### src/rtl/reg_file_pkg.sv
// reg_file_pkg: shared widths and constants for the register file
package reg_file_pkg;
  localparam int REG_WIDTH = 32;
  localparam int REG_ADDR_WIDTH = 5;
  localparam int REG_NUM = 32;
  localparam logic [REG_WIDTH-1:0] ZERO_WORD = '0;
endpackage

### src/rtl/llbit_reg.sv
// llbit_reg: LL bit with rst/flush/write priority; REGFILE_BYPASS_EN adds same-cycle write-through on llbit_out
module llbit_reg (
  input  logic clk,
  input  logic rst,
  input  logic flush,
  input  logic write_en,
  input  logic write_data,
  output logic llbit_out
);
  logic llbit;
  always_ff @(posedge clk) begin
    if (rst || flush) llbit <= 1'b0;
    else if (write_en) llbit <= write_data;
  end
`ifdef REGFILE_BYPASS_EN
  always_comb llbit_out = (rst || flush) ? 1'b0 : write_en ? write_data : llbit;
`else
  always_comb llbit_out = (rst || flush) ? 1'b0 : llbit;
`endif
endmodule

### src/rtl/reg_file.sv
// reg_file: 32x32 register file (r0 = 0), two combinational read ports, LL bit; REGFILE_BYPASS_EN enables write-through bypass
module reg_file
  import reg_file_pkg::*;
(
  input  logic                      clk,
  input  logic                      rst,
  input  logic                      wb_reg_write_en,
  input  logic [REG_ADDR_WIDTH-1:0] wb_reg_write_addr,
  input  logic [REG_WIDTH-1:0]      wb_reg_write_data,
  input  logic                      wb_LLbit_write_en,
  input  logic                      wb_LLbit_write_data,
  input  logic                      flush,
  input  logic                      reg_read_en1,
  input  logic [REG_ADDR_WIDTH-1:0] reg_read_addr1,
  input  logic                      reg_read_en2,
  input  logic [REG_ADDR_WIDTH-1:0] reg_read_addr2,
  output logic [REG_WIDTH-1:0]      reg_read_data1,
  output logic [REG_WIDTH-1:0]      reg_read_data2,
  output logic                      LLbit_out
);
  logic [REG_WIDTH-1:0] regs [REG_NUM];
  always_ff @(posedge clk) begin
    if (rst) regs <= '{default: ZERO_WORD};
    else if (wb_reg_write_en && wb_reg_write_addr != '0) regs[wb_reg_write_addr] <= wb_reg_write_data;
  end
  function automatic logic [REG_WIDTH-1:0] rd(input logic en, input logic [REG_ADDR_WIDTH-1:0] addr);
`ifdef REGFILE_BYPASS_EN
    return (rst || !en || addr == '0) ? ZERO_WORD :
           (wb_reg_write_en && addr == wb_reg_write_addr) ? wb_reg_write_data : regs[addr];
`else
    return (rst || !en || addr == '0) ? ZERO_WORD : regs[addr];
`endif
  endfunction
  always_comb begin
    reg_read_data1 = rd(reg_read_en1, reg_read_addr1);
    reg_read_data2 = rd(reg_read_en2, reg_read_addr2);
  end
  llbit_reg u_llbit (
    .clk        (clk),
    .rst        (rst),
    .flush      (flush),
    .write_en   (wb_LLbit_write_en),
    .write_data (wb_LLbit_write_data),
    .llbit_out  (LLbit_out)
  );
endmodule

### config.mk
export PLATFORM = sky130hd
export DESIGN_NAME = reg_file
export DESIGN_NICKNAME = d
export VERILOG_FILES = /design/src/rtl/reg_file_pkg.sv /design/src/rtl/llbit_reg.sv /design/src/rtl/reg_file.sv
export SDC_FILE = /design/constraint.sdc
export NUM_CORES = 2
export LEC_CHECK = 0
export BUFFER_PORTS_ARGS = -buffer_cell sky130_fd_sc_hd__buf_2
export CAP_MARGIN = 20
export CORE_ASPECT_RATIO = 2
export CORE_MARGIN = 2
export CORE_UTILIZATION = 49
export CTS_CLUSTER_DIAMETER = 80
export DETAILED_ROUTE_END_ITERATION = 7
export PLACE_DENSITY = 0.65
export REMOVE_ABC_BUFFERS = 1
export SETUP_SLACK_MARGIN = 0.4
export SLEW_MARGIN = 20
export SYNTH_ARGS = -nofsm -noshare
export SYNTH_HDL_FRONTEND = slang
export SYNTH_SLANG_ARGS = --single-unit
### constraint.sdc
create_clock -name clk -period 3.75 [get_ports clk]
set_clock_uncertainty 0.2 [all_clocks]
set_input_delay 0.75 -clock clk [delete_from_list [all_inputs] [get_ports clk]]
set_output_delay 0.75 -clock clk [all_outputs]
set_load 0.01 [all_outputs]
==> results.py <==
metrics = {
    "place": {
        "dp.cells": 7214,
        "gp_congestion": 0.939,
        "postPlaceCellArea_um2": 55700,
        "port_buffers": 119,
        "hpwl_mm": 133,
    },
    "sta": {
        "setup_tns_ps": -55.2,
        "fin_ws_ps": -20.9,
        "hold_violations": 0,
        "rsz0062_at_grt": "yes",
        "worst_pin_slew_ps": 1120,
        "max_freq_ghz": 0.265,
        "slew_headroom": 0.253,
        "finalCriticalPeriod_ps": 3770,
        "whs_ps": 138,
        "setup_viol": 5,
        "finalCritPeriodShare": 1.01,
        "drv_slew": 0,
    },
    "logic_synthesis": {
        "ys_seq_area_frac": 0.398,
        "ys_warn_count": 0,
        "synthesis.area_um2": 51500,
        "synth-edff-count": 0,
        "synthFlopType": "dfxtp_1",
        "synthesis.instances": 5951,
        "avgSynthCellArea_um2": 8.65,
        "yosysUniqueCellTypes": 46,
        "synthArstFlopShare": 0,
        "ys_seq_elements": 1025,
    },
    "worst_setup_path": {
        "crit_buf_inv": 6,
        "cp-end-kind": "output port",
        "cp_slowest_cell": "mux4_2",
        "critPathMaxFanout": 10,
        "slowest_delay_ps": 500,
        "cp_top_family": "buffers and inverters",
        "r2r_slack_ps": 2810,
        "crit_arrival_ps": 2820,
        "critPathLaunchType": "input port",
        "path_cells": "buf_16 > buf_16 > buf_4 > buf_12 > mux4_2 > a22o_1 > a2111oi_4 > buf_4 > nor3_4 > buf_2",
        "crit_type": "input port to output port",
        "crit_required_ps": 2800,
        "worst-path-stages": 10,
        "rr_worst_depth": 2,
    },
    "pwr": {
        "max-vdd-ir-drop_uv": 387,
        "power_density_nw_per_um2": 377,
        "leakage_nw": 21.7,
    },
    "worst_hold_path": {
        "hold_depth": 3,
        "min_path_type": "input port to flop",
    },
    "detailed_routing": {
        "via_per_inst": 6.75,
        "drt-initial-drc-count": 7661,
        "drt-total-wl_mm": 226,
        "vias": 51100,
        "drcViolationCount": 0,
        "wire_per_inst_um": 29.8,
        "antenna_left": 0,
        "first_pass_iters": 8,
    },
    "global_route": {
        "grt_max_degree": 218,
        "globalRoute.totalOverflow": 0,
        "grt_pass1_wl_mm": 322,
        "grt_util_all_layers": 0.407,
        "grt_pass1_vias": 49100,
        "antenna_found_initial": 10,
    },
    "layout": {
        "num-fill-cells": 8574,
        "stdcell_area_um2": 63600,
        "regArea_um2": 20500,
        "final_cell_count_no_fill": 7579,
        "syn_to_final_growth_pct": 23.6,
        "largest_register_ff_count": 1024,
        "nets": 6193,
        "multi_input_area_um2": 30500,
        "drive_gt1_frac": 0.257,
    },
    "clock_network": {
        "tritoncts": "yes",
        "path_clk_slew_ps": 70,
        "clockRootBuffer": "clkbuf_16",
        "clk-insertion-delay-late_ps": 700,
        "clock_path_buffers": 3,
        "cts.htree.levels": 3,
        "cts-buffers-inserted": 91,
        "clock-sinks": 1025,
    },
    "floorplan": {
        "io_pins": 120,
        "die_w_um": 233,
        "rows": 168,
        "start_util": 0.493,
        "core-area_um2": 104000,
        "fp.dieH_um": 462,
        "die-area_um2": 108000,
    },
    "job": {
        "drv_cap": 0,
    },
    "outcome": {
        "violations": "setup timing",
        "status": "finished with violations",
    },
}
==> worst min-delay path: stages <==
cell	delay, ps
buf_2	70
mux2i_1	60
nor3_1	130
==> metrics by stage <==
stage               setup slack [ps]  power (W)   util
finish                         -20.9     0.0240  0.609
CTS                            -2.50     0.0238  0.597
global placement                -867     0.0134  0.533
global route                   -55.4     0.0245  0.609
floorplan                      -1100     0.0119      -
detailed placement              -445     0.0135  0.533
==> synth_stat cells, drive strengths merged, types with 2 or more instances <==
| cell | number | share of area |
|---|---|---|
| nand3 | 3 | 0.00029 |
| nand3b | 5 | 0.00073 |
| nor4bb | 2 | 0.00039 |
| inv | 3 | 0.00022 |
| mux4 | 387 | 0.17 |
| a22oi | 67 | 0.0098 |
| nor2 | 25 | 0.0018 |
| nand4bb | 2 | 0.00044 |
| nor2b | 40 | 0.0049 |
| nand4b | 3 | 0.00051 |
| o22ai | 62 | 0.0075 |
| and3b | 2 | 0.00034 |
| or3b | 2 | 0.00034 |
| mux2 | 46 | 0.010 |
| a21oi | 1069 | 0.10 |
| a22o | 62 | 0.011 |
| a2111oi | 62 | 0.011 |
| or2 | 3 | 0.00036 |
| mux2i | 255 | 0.050 |
| and2 | 11 | 0.0013 |
| and4bb | 2 | 0.00049 |
| nand2 | 2072 | 0.15 |
| and3 | 20 | 0.0024 |
| and4b | 3 | 0.00058 |
| a31oi | 31 | 0.0038 |
| nor3 | 37 | 0.0036 |
| buf | 175 | 0.019 |
| clkbuf | 448 | 0.033 |
| dfxtp | 1025 | 0.40 |
| a221o | 14 | 0.0027 |
| nand2b | 3 | 0.00036 |
==> cell type report <==
class	instances	share of cell area
Clock buffer	126	0.0424
Tap cell	1360	0.0267
Multi-Input combinational cell	4300	0.479
Antenna cell	9	0.000354
Timing Repair Buffer	717	0.122
Inverter	3	0.000177
Sequential cell	1025	0.322
Clock inverter	39	0.00674
==> kinds of logic after synthesis <==
kind of cell,share of synthesized area
AND/OR/NAND/NOR,0.171
AO/OA/AOI/OAI,0.150
flip-flops,0.398
multiplexers,0.229
buffers and inverters,0.0518
==> layer usage <==
| layer | GRT usage | wire (um) |
|---|---|---|
| met5 | 0 | 69 |
| met4 | 0.365 | 23400 |
| met3 | 0.112 | 27400 |
| met2 | 0.618 | 102000 |
| met1 | 0.464 | 73600 |
==> layout by cell type (no fill, tap or decap), drive strengths merged, types with 2 or more instances in the layout <==
cell | Yosys | routed
and3 | 20 | 20
clkbuf | 448 | 131
a2111oi | 62 | 62
a221o | 14 | 14
a22o | 62 | 62
a22oi | 67 | 67
nand4b | 3 | 3
o22ai | 62 | 62
nand3 | 3 | 3
or3b | 2 | 2
dfxtp | 1025 | 1025
nand3b | 5 | 5
and2 | 11 | 11
nand4bb | 2 | 2
and4bb | 2 | 2
nand2 | 2072 | 2072
nor3 | 37 | 37
mux4 | 387 | 387
clkinvlp | 0 | 9
clkinv | 0 | 22
nor2b | 40 | 40
bufinv | 0 | 8
or2 | 3 | 3
and3b | 2 | 2
mux2i | 255 | 255
and4b | 3 | 3
inv | 3 | 3
a21oi | 1069 | 1069
diode | 0 | 9
nand2b | 3 | 3
bufbuf | 0 | 4
a31oi | 31 | 31
nor2 | 25 | 25
nor4bb | 2 | 2
mux2 | 46 | 46
buf | 175 | 707
==> where the power goes <==
group / switching, W / internal (W)
sequential: 0.0000663 / 0.0110
combinational: 0.00173 / 0.00113
clock: 0.00455 / 0.00559
total: 0.00635 / 0.0177
==> path summary, 6_finish.rpt <==
kind	startpoint	endpoint
worst max register to register	regs[173]$_SDFFE_PP0P_	regs[173]$_SDFFE_PP0P_
worst min-delay path	wb_LLbit_write_data	u_llbit.llbit$_SDFFE_PP0P_
worst max-delay path	reg_read_addr1[0]	reg_read_data1[23]
worst min register to register	regs[549]$_SDFFE_PP0P_	regs[549]$_SDFFE_PP0P_
==> timing repair <==
item | 4_1_cts | 5_1_grt
hold endpoints to repair | 1 | 0
hold buffers | 1 | 0
cloned | 19 | 5
pin swaps | 82 | 73
buffers inserted | 109 | 57
endpoints found under the setup margin | 64 | 64
gates resized for setup | 436 | 105
(Power assumes the default switching activity.)
